[src/rtl/usr_seq_ctrl_if.sv]
// Host request and USR control/status bundle for usr_seq_ctrl.
// prev is present only when USR_PREV_CAPTURE_EN is defined.
interface usr_seq_ctrl_if #(
   parameter int WIDTH = 4
);
   logic             start;
   logic             dir;
   logic [WIDTH-1:0] din;
   logic             busy;
   logic             done;
   logic [WIDTH-1:0] dout;
   logic [1:0]       sel;
   logic             rdin;
   logic             ldin;
   logic [WIDTH-1:0] pout_in;
   logic             rdout_in;
   logic             ldout_in;
`ifdef USR_PREV_CAPTURE_EN
   logic [WIDTH-1:0] prev;

   modport master (
      output start, dir, din, pout_in, rdout_in, ldout_in,
      input  busy, done, dout, sel, rdin, ldin, prev
   );
   modport slave (
      input  start, dir, din, pout_in, rdout_in, ldout_in,
      output busy, done, dout, sel, rdin, ldin, prev
   );
`else
   modport master (
      output start, dir, din, pout_in, rdout_in, ldout_in,
      input  busy, done, dout, sel, rdin, ldin
   );
   modport slave (
      input  start, dir, din, pout_in, rdout_in, ldout_in,
      output busy, done, dout, sel, rdin, ldin
   );
`endif
endinterface

[src/rtl/usr_seq_ctrl.sv]
// Loads a word into a universal shift register serially, then reads it back in parallel.
// Optional USR_PREV_CAPTURE_EN adds prev: the USR contents displaced by the load.
module usr_seq_ctrl #(
   parameter int WIDTH = 4
) (
   input logic           clk,
   input logic           rst,
   usr_seq_ctrl_if.slave bus
);
   localparam int CW = $clog2(WIDTH) + 1;

   typedef enum logic [2:0] {IDLE, SHIFT, CAP1, CAP2, SAMP} state_t;

   state_t           state;
   logic [WIDTH-1:0] sreg;
   logic             dir_q;
   logic [CW-1:0]    cnt;
   logic             busy_q;
   logic             done_q;
   logic [WIDTH-1:0] dout_q;
   logic [1:0]       sel_q;
   logic             rdin_q;
   logic             ldin_q;

   // Serial lines are registered one cycle ahead: each edge presents the bit the USR takes next.
   always_ff @(posedge clk) begin
      if (rst) begin
         state  <= IDLE;
         sreg   <= '0;
         dir_q  <= 1'b0;
         cnt    <= '0;
         busy_q <= 1'b0;
         done_q <= 1'b0;
         dout_q <= '0;
         sel_q  <= 2'b00;
         rdin_q <= 1'b0;
         ldin_q <= 1'b0;
      end else begin
         done_q <= 1'b0;
         case (state)
            IDLE: begin
               if (bus.start) begin
                  sreg   <= bus.din;
                  dir_q  <= bus.dir;
                  cnt    <= '0;
                  busy_q <= 1'b1;
                  state  <= SHIFT;
                  sel_q  <= bus.dir ? 2'b10 : 2'b01;
                  rdin_q <= ~bus.dir & bus.din[0];
                  ldin_q <= bus.dir & bus.din[WIDTH-1];
               end
            end
            SHIFT: begin
               cnt <= cnt + CW'(1);
               if (cnt == CW'(WIDTH - 1)) begin
                  state  <= CAP1;
                  sel_q  <= 2'b11;
                  rdin_q <= 1'b0;
                  ldin_q <= 1'b0;
               end else if (dir_q) begin
                  sreg   <= {sreg[WIDTH-2:0], 1'b0};
                  ldin_q <= sreg[WIDTH-2];
               end else begin
                  sreg   <= {1'b0, sreg[WIDTH-1:1]};
                  rdin_q <= sreg[1];
               end
            end
            CAP1: state <= CAP2;
            CAP2: begin
               state <= SAMP;
               sel_q <= 2'b00;
            end
            SAMP: begin
               dout_q <= bus.pout_in;
               done_q <= 1'b1;
               busy_q <= 1'b0;
               state  <= IDLE;
            end
            default: state <= IDLE;
         endcase
      end
   end

   assign bus.busy = busy_q;
   assign bus.done = done_q;
   assign bus.dout = dout_q;
   assign bus.sel  = sel_q;
   assign bus.rdin = rdin_q;
   assign bus.ldin = ldin_q;

`ifdef USR_PREV_CAPTURE_EN
   logic [WIDTH-1:0] prev_q;
   logic [CW-1:0]    k;
   logic [CW-1:0]    pidx;
   logic             serial_out;
   logic             prev_we;

   // k is the shift edge whose displaced bit is now on the serial output.
   always_comb begin
      k          = (state == CAP1) ? CW'(WIDTH) : cnt;
      pidx       = dir_q ? (CW'(WIDTH) - k) : (k - CW'(1));
      serial_out = dir_q ? bus.ldout_in : bus.rdout_in;
      prev_we    = ((state == SHIFT) && (cnt != '0)) || (state == CAP1);
   end

   always_ff @(posedge clk) begin
      if (rst) begin
         prev_q <= '0;
      end else if (prev_we) begin
         for (int unsigned i = 0; i < WIDTH; i++) begin
            if (CW'(i) == pidx) prev_q[i] <= serial_out;
         end
      end
   end

   assign bus.prev = prev_q;
`endif
endmodule

[src/flat_wrapper.sv]
// flat-port wrapper written by rule: the top's interface ports become plain ports
module usr_seq_ctrl_flat 
#(
   parameter int WIDTH = 4
)
  (clk, rst, bus_start, bus_dir, bus_din, bus_pout_in, bus_rdout_in, bus_ldout_in, bus_busy, bus_done, bus_dout, bus_sel, bus_rdin, bus_ldin);
  usr_seq_ctrl_if #(.WIDTH(WIDTH)) bus_i ();
  input logic clk;
  input logic rst;
  input wire logic [$bits(bus_i.start)-1:0] bus_start;
  input wire logic [$bits(bus_i.dir)-1:0] bus_dir;
  input wire logic [$bits(bus_i.din)-1:0] bus_din;
  input wire logic [$bits(bus_i.pout_in)-1:0] bus_pout_in;
  input wire logic [$bits(bus_i.rdout_in)-1:0] bus_rdout_in;
  input wire logic [$bits(bus_i.ldout_in)-1:0] bus_ldout_in;
  output wire logic [$bits(bus_i.busy)-1:0] bus_busy;
  output wire logic [$bits(bus_i.done)-1:0] bus_done;
  output wire logic [$bits(bus_i.dout)-1:0] bus_dout;
  output wire logic [$bits(bus_i.sel)-1:0] bus_sel;
  output wire logic [$bits(bus_i.rdin)-1:0] bus_rdin;
  output wire logic [$bits(bus_i.ldin)-1:0] bus_ldin;
  assign bus_i.start = bus_start;
  assign bus_i.dir = bus_dir;
  assign bus_i.din = bus_din;
  assign bus_i.pout_in = bus_pout_in;
  assign bus_i.rdout_in = bus_rdout_in;
  assign bus_i.ldout_in = bus_ldout_in;
  assign bus_busy = bus_i.busy;
  assign bus_done = bus_i.done;
  assign bus_dout = bus_i.dout;
  assign bus_sel = bus_i.sel;
  assign bus_rdin = bus_i.rdin;
  assign bus_ldin = bus_i.ldin;
  usr_seq_ctrl #(.WIDTH(WIDTH)) u_core (.clk(clk), .rst(rst), .bus(bus_i));
endmodule
[config.mk]
export PLATFORM = sky130hd
export DESIGN_NAME = usr_seq_ctrl_flat
export DESIGN_NICKNAME = d
export VERILOG_FILES = /design/src/rtl/usr_seq_ctrl_if.sv /design/src/rtl/usr_seq_ctrl.sv /design/src/flat_wrapper.sv
export SDC_FILE = /design/constraint.sdc
export NUM_CORES = 1
export LEC_CHECK = 0
export BUFFER_PORTS_ARGS = -buffer_cell sky130_fd_sc_hd__buf_4
export CAP_MARGIN = 10
export CORE_MARGIN = 2
export CORE_UTILIZATION = 51
export CTS_BUF_LIST = sky130_fd_sc_hd__clkbuf_2
export CTS_CLUSTER_DIAMETER = 200
export DETAILED_ROUTE_END_ITERATION = 7
export HOLD_SLACK_MARGIN = 0.1
export PLACE_DENSITY = 0.76
export SETUP_SLACK_MARGIN = 0.5
export SLEW_MARGIN = 20
export SYNTH_ARGS = -nofsm -noshare
export SYNTH_HDL_FRONTEND = slang
export SYNTH_SLANG_ARGS = --single-unit
[constraint.sdc]
create_clock -name clk -period 2.7 [get_ports clk]
set_clock_uncertainty 0.1 [all_clocks]
set_input_delay 0.54 -clock clk [delete_from_list [all_inputs] [get_ports clk]]
set_output_delay 0.54 -clock clk [all_outputs]
set_load 0.1 [all_outputs]
---- Yosys cells after proc, flatten, opt, wreduce, memory -nomap -nowiden ----
Cells that the tools add are included.
word-level totals
  register bits ........................... 21
  bits in latches ......................... 0
  memory bits (writable) .................. 0
  memory bits (read-only) ................. 0
  input bits .............................. 14
  output and inout port bits .............. 10
  logic and storage cells ................. 60
  memories ................................ 0
cells by class
  add/sub/neg operators ................... 1
  $mul .................................... 0
  divide/modulo/power cells ............... 0
  order comparisons ....................... 0
  equal/unequal tests ..................... 10
  shifts and indexed selects .............. 0
  muxes and demuxes ....................... 24
  bitwise logic cells ..................... 3
  reductions and logical operators ........ 12
operators by type and width
  operator                                               count
  two-way mux 4 bit                                      3
  case mux 3 bit (4 select lines)                        1
  AND reduction 3 bit                                    4
  == test 3 x 2 -> 1 bit, second input constant          3
  two-way mux 3 bit                                      3
  two-way mux 1 bit                                      8
  case mux 4 bit (2 select lines)                        1
  AND reduction 2 bit                                    4
  two-way mux 2 bit                                      3
  case mux 1 bit (2 select lines)                        3
  case mux 2 bit (3 select lines)                        1
  case mux 3 bit (2 select lines)                        1
  inequality test 2 bit, second input constant           2
  nonzero test 2 bit                                     2
  adder 3 x 1 -> 3 bit, second input constant            1
  == test 3 x 1 -> 1 bit, second input constant          1
  == test 3 bit, second input constant                   1
  zero test 3 bit                                        1
  inequality test 3 x 1 -> 1 bit, second input constant  1
  inequality test 3 bit, second input constant           1
  nonzero test 3 bit                                     1
  AND 1 bit                                              2
  inequality test 2 x 1 -> 1 bit, second input constant  1
  inverter 1 bit                                         1

---- Logic depth before layout (Yosys ltp) ----
Gate-level depths: netlist of the first run.
  depth after elaboration ................. 4
  mapped depth ............................ 6
  depth with buffers taken out ............ 6

---- Worst setup path before layout of the first run ----
Ideal clock, no wire load.
  path type ............................... flip-flop to flip-flop
  start point ............................. reg u_core.cnt[0]
  end point ............................... reg u_core.sreg[0]
  setup time .............................. 91 ps
  data arrival time ....................... 1472 ps
  data required time ...................... 2509 ps
  setup slack ............................. 1037 ps
  cell stages (with the launch flop) ...... 7
  buffers on the path ..................... 0
  clock period less this slack ............ 1663 ps
  path through ............................ dfxtp_1 ha_1 ha_1 or2b_1 a21boi_2 nor2_1 a311oi_1
between the ends
  cells in the longest elaborated chain, start to end .. 3
RTL lines
  what                                    line                source
  start: declaration                      usr_seq_ctrl.sv:17  logic [CW-1:0] cnt;
  start signal: assignment                usr_seq_ctrl.sv:54  cnt <= cnt + CW'(1);
  == test 3 x 2 -> 1 bit                  usr_seq_ctrl.sv:55  if (cnt == CW'(WIDTH - 1)) begin
  inequality test 2 bit (no source line)  n/a
  AND reduction 3 bit (no source line)    n/a
  end signal: assignment                  usr_seq_ctrl.sv:43  sreg <= bus.din;
  end signal: assignment                  usr_seq_ctrl.sv:61  sreg <= {sreg[WIDTH-2:0], 1'b0};
  end signal: assignment                  usr_seq_ctrl.sv:64  sreg <= {1'b0, sreg[WIDTH-1:1]};
  end: declaration                        usr_seq_ctrl.sv:15  logic [WIDTH-1:0] sreg;
Every way passes these cells.
A chain may end at the register's enable or synchronous reset.

---- Worst setup path after layout of the first run ----
  start point ............................. reg u_core.cnt[0]
  end point ............................... reg u_core.sreg[3]
Same word-level chain as after synthesis.

==> results of run 1 <==
==> worst reg2reg max path, delay by kind of cell (launching register included) <==
family | cells | cell delay [ps]
AND/OR/NAND/NOR | 2 | 370
flip-flops | 1 | 360
adder cells (fa/ha/maj) | 2 | 430
AO/OA/AOI/OAI | 2 | 550
==> power by group through the flow <==
| stage | clock network [mW] | logic [mW] | registers (mW) |
|---|---|---|---|
| after floorplan | 0 | 0.0638 | 0.388 |
| after global placement | 0 | 0.135 | 0.347 |
| after detailed placement | 0 | 0.138 | 0.347 |
| after CTS | 0.134 | 0.138 | 0.341 |
| after global routing | 0.147 | 0.148 | 0.345 |
| final | 0.130 | 0.138 | 0.341 |
==> synth_stat cells (3+ instances only) <==
master,instances
inv_1,3
nand2b_1,3
nand2_1,6
dfxtp_1,21
o211ai_1,3
a21oi_1,4
mux2i_1,11
nor2_1,14
==> through the flow <==
step           instance area (µm²)  util, %  hold WS, ps
2_1_floorplan                 1010        -          356
3_3_place_gp                  1160     60.4          369
3_5_place_dp                  1160     60.4          392
4_1_cts                       1180     61.5          349
5_1_grt                       1180     61.5          368
6_report                      1180     61.5          357
==> state kept, by name, summed over array words and instances (netlist names) <==
register and count:
u_core.dir_q 1, u_core.sreg 4, u_core.bus.done 1, u_core.bus.dout 4, u_core.state 3, u_core.bus.ldin 1, u_core.bus.sel 2, u_core.bus.busy 1
u_core.cnt 3, u_core.bus.rdin 1
==> routing by layer <==
layer / vias up / part of all wire, % / GRT usage [%]
li1: 410 / - / -
met1: 382 / 45 / 22.7
met2: 20 / 50 / 30.6
met3: 0 / 4.8 / 3.70
met4: 0 / 0 / 6.19
met5: - / 0 / 0
==> layout make-up <==
cell class                      instances  area share [%]
Timing Repair Buffer                   21            13.3
Sequential cell                        21            35.6
Tap cell                               27            2.86
Clock buffer                            4            1.69
Multi-Input combinational cell         76            45.6
Inverter                                3           0.953
==> kinds of logic after synthesis <==
logic type | count (synthesis)
and+or+nand+nor | 41
AOI/OAI and AO/OA | 22
DFF | 21
muxes | 11
buffers and inverters | 10
adders and majority gates | 2
==> path summary, 6_finish.rpt <==
check / startpoint / endpoint / slack (ps)
worst max register to register: u_core.cnt[0] / u_core.sreg[3] / 820
worst min-delay path: bus_pout_in[1] / u_core.bus.dout[1] / 360
worst max-delay path: u_core.cnt[0] / u_core.sreg[3] / 820
worst min register to register: u_core.sreg[0] / u_core.sreg[0] / 420
==> flow_results.xml, run 1 <==
<?xml version="1.0" encoding="UTF-8"?>
<metrics>
  <group name="status">
    <metric name="run_status" unit="">finished, final reports clean</metric>
  </group>
  <group name="min_path">
    <metric name="min-delay-path-class" unit="">input pin to flip-flop</metric>
    <metric name="min_delay_path_depth" unit="">3</metric>
  </group>
  <group name="power">
    <metric name="share_seq_of_total_power" unit="%">56.1</metric>
    <metric name="combinationalPowerShare" unit="%">22.6</metric>
    <metric name="total_power" unit="mW">0.608</metric>
    <metric name="swShare" unit="%">31.7</metric>
    <metric name="net_switching_power" unit="mW">0.193</metric>
    <metric name="intPower" unit="mW">0.416</metric>
    <metric name="p_leak" unit="nW">0.485</metric>
    <metric name="power.density" unit="mW/mm²">515</metric>
    <metric name="clockPowerShare" unit="%">21.3</metric>
    <metric name="vdd_drop_max" unit="mV">0.282</metric>
  </group>
  <group name="placement">
    <metric name="post-dp-hpwl" unit="µm">1390</metric>
    <metric name="numPlacedInstances" unit="">148</metric>
    <metric name="gp_routability_congestion" unit="">0.744</metric>
    <metric name="worst_slack_placed" unit="ps">843</metric>
    <metric name="number_of_buffer_cells_added_on_primary_ports" unit="">21</metric>
  </group>
  <group name="setup_path">
    <metric name="path_delay_family" unit="">compound AO/OA/AOI/OAI gates</metric>
    <metric name="worstPathRequired" unit="ps">2840</metric>
    <metric name="crit_path_frequent_cell" unit="">ha_1</metric>
    <metric name="critical_path_start_type" unit="">flip-flop</metric>
    <metric name="cp_num_buf_inv" unit="">0</metric>
    <metric name="timing.critical_path.cells" unit="">ha_1, ha_1, or2b_1, a21boi_2, nor2_1, a311oi_1</metric>
    <metric name="cp.depth" unit="">6</metric>
    <metric name="crit_path_max_fanout" unit="">8</metric>
    <metric name="worst_path_largest_cell_delay" unit="ps">360</metric>
    <metric name="end_kind" unit="">flip-flop</metric>
    <metric name="critPathKind" unit="">flip-flop to flip-flop</metric>
    <metric name="worst-r2r-cell-count" unit="">6</metric>
    <metric name="timing.critical_path.arrival" unit="ps">2010</metric>
    <metric name="slowest_stage" unit="">dfxtp_1</metric>
  </group>
  <group name="clocking">
    <metric name="cts_setup_buffers" unit="">0</metric>
    <metric name="worstSkewPairLatency" unit="ps">310</metric>
    <metric name="cts.hold.buffers_added" unit="">0</metric>
    <metric name="numCtsBuffers" unit="">3</metric>
    <metric name="tritoncts" unit="">done</metric>
    <metric name="htree_levels" unit="">1</metric>
    <metric name="clockRootBuffer" unit="">clkbuf_2</metric>
    <metric name="cts.sink_count" unit="">21</metric>
    <metric name="clock_slew_at_the_register_clock_pins_of_the_worst_setup_and_hold_paths" unit="ps">190</metric>
    <metric name="cts_resized" unit="">0</metric>
    <metric name="clock_tree.buffer_depth" unit="">2</metric>
  </group>
  <group name="yosys">
    <metric name="netlist.area_leader.share" unit="%">41.4</metric>
    <metric name="postSynth.asyncResetShare" unit="%">0</metric>
    <metric name="fraction_of_the_mapped_netlist_area_in_compound_gates" unit="%">17.0</metric>
    <metric name="synth_xor_area_share" unit="%">0</metric>
    <metric name="postSynthCellCount" unit="">107</metric>
    <metric name="netlist-cell-type-count" unit="">40</metric>
    <metric name="multiplexer_fraction_of_the_synthesized_cell_area" unit="%">10.9</metric>
    <metric name="synth.avg_cell_area" unit="µm²">9.48</metric>
    <metric name="synth.area.top_cells" unit="">dfxtp_1 (41%), mux2i_1 (11%), nor2_1 (5.2%), ha_1 (2.5%), nand2_1 (2.2%)</metric>
    <metric name="dominant_combinational_cell_family_by_area_after_synthesis" unit="">simple AND/OR/NAND/NOR gates</metric>
    <metric name="post_syn_nets" unit="">123</metric>
    <metric name="synth-seq-cells" unit="">21</metric>
    <metric name="post_synth_fa_ha_maj_area_fraction" unit="%">2.47</metric>
    <metric name="synth-edff-count" unit="">0</metric>
    <metric name="synth_area" unit="mm²">0.00101</metric>
    <metric name="seq_area_frac_synth" unit="%">41.4</metric>
    <metric name="ys_warn_count" unit="">0</metric>
    <metric name="yosysTopAreaCell" unit="">dfxtp_1</metric>
    <metric name="main_synth_ff_type" unit="">dfxtp_1</metric>
    <metric name="synth_simple_gate_area_share" unit="%">22.7</metric>
  </group>
  <group name="final_layout">
    <metric name="insertedDiodeCount" unit="">0</metric>
    <metric name="multi_input_combinational_cell_area" unit="µm²">538</metric>
    <metric name="nFillCells" unit="">185</metric>
    <metric name="area.sequential" unit="µm²">420</metric>
    <metric name="flow.area_growth_from_synthesis" unit="%">16.4</metric>
    <metric name="instances_no_fill" unit="">152</metric>
    <metric name="fraction_of_layout_cells_with_a_size_suffix_above_1" unit="%">27.2</metric>
    <metric name="nNetsFinal" unit="">142</metric>
    <metric name="mostFrequentLayoutCells" unit="">buf_4 (21), dfxtp_1 (21), nor2_1 (14)</metric>
  </group>
  <group name="floorplanning">
    <metric name="initial_core_util" unit="%">52.8</metric>
    <metric name="dieArea" unit="mm²">0.00236</metric>
    <metric name="std_cell_rows" unit="">16</metric>
    <metric name="die_h" unit="µm">48.6</metric>
    <metric name="floorplan.io_pins" unit="">24</metric>
    <metric name="dieWidth" unit="µm">48.6</metric>
    <metric name="core_area" unit="mm²">0.00192</metric>
  </group>
  <group name="timing">
    <metric name="finalHoldViolations" unit="">0</metric>
    <metric name="final_tns_setup" unit="ps">0</metric>
    <metric name="relSlewSlack" unit="%">68.3</metric>
    <metric name="timing_max_transition_violations_final" unit="">0</metric>
    <metric name="worstMarginPinSlew" unit="ps">475</metric>
    <metric name="achievable-frequency" unit="MHz">533</metric>
    <metric name="min_period" unit="ps">1880</metric>
    <metric name="rsz_0062_raised_after_global_routing" unit="">false</metric>
    <metric name="layout_worst_path_cycle_share" unit="%">69.5</metric>
    <metric name="finalWorstSetupSlack" unit="ps">823</metric>
    <metric name="report.final.setup_viol" unit="">0</metric>
  </group>
  <group name="detailed_routing">
    <metric name="drc" unit="">0</metric>
    <metric name="detail_route.first_pass.iterations" unit="">4</metric>
    <metric name="final_routed_wire_length_divided_by_cell_count" unit="µm">12.4</metric>
    <metric name="totalWireLength" unit="µm">1880</metric>
    <metric name="overall_via_count_from_detail_route" unit="">812</metric>
    <metric name="detail-route-antenna-nets" unit="">0</metric>
    <metric name="drtIter0Drc" unit="">5</metric>
    <metric name="routed_via_density" unit="">5.34</metric>
  </group>
  <group name="global_routing">
    <metric name="grt_first_pass_wirelength" unit="µm">3480</metric>
    <metric name="first_global_vias" unit="">818</metric>
    <metric name="grt_start_max_net_pins" unit="">21</metric>
    <metric name="grt-ovfl-total" unit="">0</metric>
    <metric name="antenna_violations_before_repair" unit="">0</metric>
    <metric name="overall_track_demand_over_capacity_in_global_routing" unit="%">18.0</metric>
  </group>
  <group name="flow_run">
    <metric name="max_cap_viol_count" unit="">0</metric>
  </group>
</metrics>
No activity file was read; power rests on OpenSTA's default activity.
==> inputs of run 2 (changes only) <==
--- a/config.mk
+++ b/config.mk
@@ -5,6 +5,7 @@
 export SDC_FILE = /design/constraint.sdc
 export NUM_CORES = 1
 export LEC_CHECK = 0
+export ABC_AREA = 1
 export BUFFER_PORTS_ARGS = -buffer_cell sky130_fd_sc_hd__buf_4
 export CAP_MARGIN = 10
 export CORE_MARGIN = 2
==> constraint.sdc (replaced) <==
create_clock -name clk -period 1.91 [get_ports clk]
set_clock_uncertainty 0.1 [all_clocks]
set_input_delay 0.382 -clock clk [delete_from_list [all_inputs] [get_ports clk]]
set_output_delay 0.382 -clock clk [all_outputs]
set_load 0.1 [all_outputs]
==> flow_results.xml, run 2 <==
<?xml version="1.0" encoding="UTF-8"?>
<metrics>
  <group name="status">
    <metric name="run_status" unit="">finished, final reports clean</metric>
  </group>
  <group name="detailed_routing">
    <metric name="drc" unit="">0</metric>
    <metric name="routed_via_density" unit="">5.32</metric>
    <metric name="final_routed_wire_length_divided_by_cell_count" unit="µm">13.0</metric>
    <metric name="overall_via_count_from_detail_route" unit="">1043</metric>
    <metric name="detail-route-antenna-nets" unit="">0</metric>
    <metric name="drtIter0Drc" unit="">24</metric>
    <metric name="detail_route.first_pass.iterations" unit="">4</metric>
    <metric name="totalWireLength" unit="µm">2550</metric>
  </group>
  <group name="floorplanning">
    <metric name="initial_core_util" unit="%">53.0</metric>
    <metric name="dieArea" unit="mm²">0.00235</metric>
    <metric name="core_area" unit="mm²">0.00190</metric>
    <metric name="floorplan.io_pins" unit="">24</metric>
    <metric name="dieWidth" unit="µm">48.4</metric>
    <metric name="die_h" unit="µm">48.4</metric>
    <metric name="std_cell_rows" unit="">16</metric>
  </group>
  <group name="timing">
    <metric name="timing_max_transition_violations_final" unit="">0</metric>
    <metric name="min_period" unit="ps">1410</metric>
    <metric name="rsz_0062_raised_after_global_routing" unit="">true</metric>
    <metric name="worstMarginPinSlew" unit="ps">452</metric>
    <metric name="relSlewSlack" unit="%">69.8</metric>
    <metric name="achievable-frequency" unit="MHz">709</metric>
    <metric name="report.final.setup_viol" unit="">0</metric>
    <metric name="post_route_hold_slack" unit="ps">145</metric>
    <metric name="layout_worst_path_cycle_share" unit="%">73.8</metric>
    <metric name="final_tns_setup" unit="ps">0</metric>
    <metric name="finalHoldViolations" unit="">0</metric>
  </group>
  <group name="placement">
    <metric name="gp_routability_congestion" unit="">0.868</metric>
    <metric name="dpl-instance-area" unit="mm²">0.00117</metric>
    <metric name="post-dp-hpwl" unit="µm">1540</metric>
    <metric name="number_of_buffer_cells_added_on_primary_ports" unit="">21</metric>
  </group>
  <group name="setup_path">
    <metric name="crit_path_max_fanout" unit="">4</metric>
    <metric name="critPathKind" unit="">flip-flop to flip-flop</metric>
    <metric name="cp_num_buf_inv" unit="">1</metric>
    <metric name="worst_path_largest_cell_delay" unit="ps">400</metric>
    <metric name="path_delay_family" unit="">simple AND/OR/NAND/NOR gates</metric>
    <metric name="slowest_stage" unit="">dfxtp_4</metric>
    <metric name="critical_path_start_type" unit="">flip-flop</metric>
    <metric name="worstPathRequired" unit="ps">2040</metric>
    <metric name="timing.critical_path.arrival" unit="ps">1540</metric>
    <metric name="timing.critical_path.cells" unit="">ha_4, ha_4, inv_4, nand4_1, nand3_2, nand2_1, nand2_1, nor2_1</metric>
    <metric name="end_kind" unit="">flip-flop</metric>
  </group>
  <group name="global_routing">
    <metric name="overall_track_demand_over_capacity_in_global_routing" unit="%">22.2</metric>
    <metric name="grt_first_pass_wirelength" unit="µm">4120</metric>
    <metric name="globalRouteMet1Util" unit="%">24.8</metric>
    <metric name="grt-ovfl-total" unit="">0</metric>
    <metric name="antenna_violations_before_repair" unit="">0</metric>
    <metric name="grt_start_max_net_pins" unit="">16</metric>
    <metric name="groute.layer.met2.usage" unit="%">40.7</metric>
    <metric name="first_global_vias" unit="">995</metric>
    <metric name="globalRoute.busiestLayer" unit="">met2</metric>
    <metric name="grt_util_met3" unit="%">3.70</metric>
  </group>
  <group name="clocking">
    <metric name="cts.hold.buffers_added" unit="">0</metric>
    <metric name="numCtsBuffers" unit="">3</metric>
    <metric name="clock_tree.buffer_depth" unit="">2</metric>
    <metric name="clock_slew_at_the_register_clock_pins_of_the_worst_setup_and_hold_paths" unit="ps">210</metric>
    <metric name="clockRootBuffer" unit="">clkbuf_2</metric>
    <metric name="cts.sink_count" unit="">21</metric>
    <metric name="tritoncts" unit="">done</metric>
    <metric name="htree_levels" unit="">1</metric>
    <metric name="worstSkewPairLatency" unit="ps">320</metric>
  </group>
  <group name="yosys">
    <metric name="ys_warn_count" unit="">0</metric>
    <metric name="yosysTopAreaCell" unit="">dfxtp_1</metric>
    <metric name="netlist.area_leader.share" unit="%">41.7</metric>
    <metric name="synth-edff-count" unit="">0</metric>
    <metric name="synth.avg_cell_area" unit="µm²">6.95</metric>
    <metric name="synth-seq-cells" unit="">21</metric>
    <metric name="netlist-cell-type-count" unit="">19</metric>
    <metric name="main_synth_ff_type" unit="">dfxtp_1</metric>
    <metric name="synth.area.top_cells" unit="">dfxtp_1 (42%), nand2_1 (13%), nor2_1 (9.3%), o21ai_0 (6.5%), inv_1 (6.3%)</metric>
    <metric name="synthTopCellsByCount" unit="">nand2_1 (35), nor2_1 (25), dfxtp_1 (21)</metric>
    <metric name="synth.most_common_cell" unit="">nand2_1</metric>
    <metric name="postSynth.asyncResetShare" unit="%">0</metric>
    <metric name="seq_area_frac_synth" unit="%">41.7</metric>
    <metric name="postSynthCellCount" unit="">145</metric>
    <metric name="synth_area" unit="mm²">0.00101</metric>
    <metric name="post_syn_nets" unit="">161</metric>
  </group>
  <group name="power">
    <metric name="power.density" unit="mW/mm²">907</metric>
    <metric name="net_switching_power" unit="mW">0.542</metric>
    <metric name="combinationalPowerShare" unit="%">42.3</metric>
    <metric name="swShare" unit="%">41.9</metric>
    <metric name="intPower" unit="mW">0.752</metric>
    <metric name="clockPowerShare" unit="%">14.8</metric>
    <metric name="p_leak" unit="nW">0.651</metric>
    <metric name="total_power" unit="mW">1.29</metric>
    <metric name="share_seq_of_total_power" unit="%">42.9</metric>
    <metric name="vdd_drop_max" unit="mV">0.664</metric>
  </group>
  <group name="final_layout">
    <metric name="nNetsFinal" unit="">186</metric>
    <metric name="flow.area_growth_from_synthesis" unit="%">41.6</metric>
    <metric name="final_area" unit="mm²">0.00143</metric>
    <metric name="fraction_of_layout_cells_with_a_size_suffix_above_1" unit="%">33.7</metric>
    <metric name="insertedDiodeCount" unit="">0</metric>
    <metric name="mostFrequentLayoutCells" unit="">nand2_1 (33), nor2_1 (25), inv_1 (14)</metric>
    <metric name="mostFrequentLayoutCell" unit="">nand2_1</metric>
  </group>
  <group name="min_path">
    <metric name="min-delay-path-class" unit="">input pin to flip-flop</metric>
  </group>
  <group name="flow_run">
    <metric name="max_cap_viol_count" unit="">0</metric>
  </group>
</metrics>
[run 2: through the flow]
step	setup WS, ps	util (%)	instances
floorplan	503	-	145
global placement	354	61.8	190
detailed placement	363	61.8	190
CTS	514	72.0	195
global route	463	75.0	196
finish	500	75.0	196
[run 2: path summary, 6_finish.rpt]
kind                            slack, ps               to  depth (start not counted)          start
worst max register to register        500  u_core.bus.rdin                          8  u_core.cnt[0]
worst min-delay path                  140    u_core.cnt[2]                          2            rst
worst max-delay path                  500  u_core.bus.rdin                          8  u_core.cnt[0]
worst min register to register        370    u_core.cnt[2]                          2  u_core.cnt[2]
[run 2: logic make-up after synthesis]
kind of cell,after synthesis,synth area share (%)
compound gates,23,11.4
fa+ha+maj,2,2.48
flops,21,41.7
simple gates,78,35.3
buf+inv,21,9.07
[run 2: final cells by class]
cell class	instances	area [µm²]
timing repair buffer	23	302
sequential	21	442
multi-input combinational	103	559
tap	27	33.8
inverter	18	70.1
clock buffer	4	20.0
fill	127	475
[run 2: power groups by stage]
stage	Clock, mW	Sequential, mW	Combinational (mW)
global route	0.215	0.563	0.590
detailed placement	0	0.539	0.435
finish	0.192	0.555	0.548
CTS	0.197	0.548	0.513
global placement	0	0.537	0.427
floorplan	0	0.680	0.206
[run 2: routing by layer]
metal | vias to the layer above | share of wire (%)
met2 | 32 | 50
met3 | 10 | 4.4
met4 | 0 | 3.6
li1 | 507 | -
met5 | - | 0
met1 | 494 | 42
[run 2: worst reg2reg max path: cells and delay by family, from the launching register on]
family	cells	cell delay [ps]
buf+inv	1	70
simple gates	5	440
fa+ha+maj	2	320
flops	1	400
[run 2: repair_timing]
| action | CTS | global route |
|---|---|---|
| resized for setup | 46 | 14 |
| setup buffers | 1 | 1 |
| setup endpoints to repair | 19 | 15 |
| pin swaps | 3 | 5 |
| cloned | 0 | 0 |
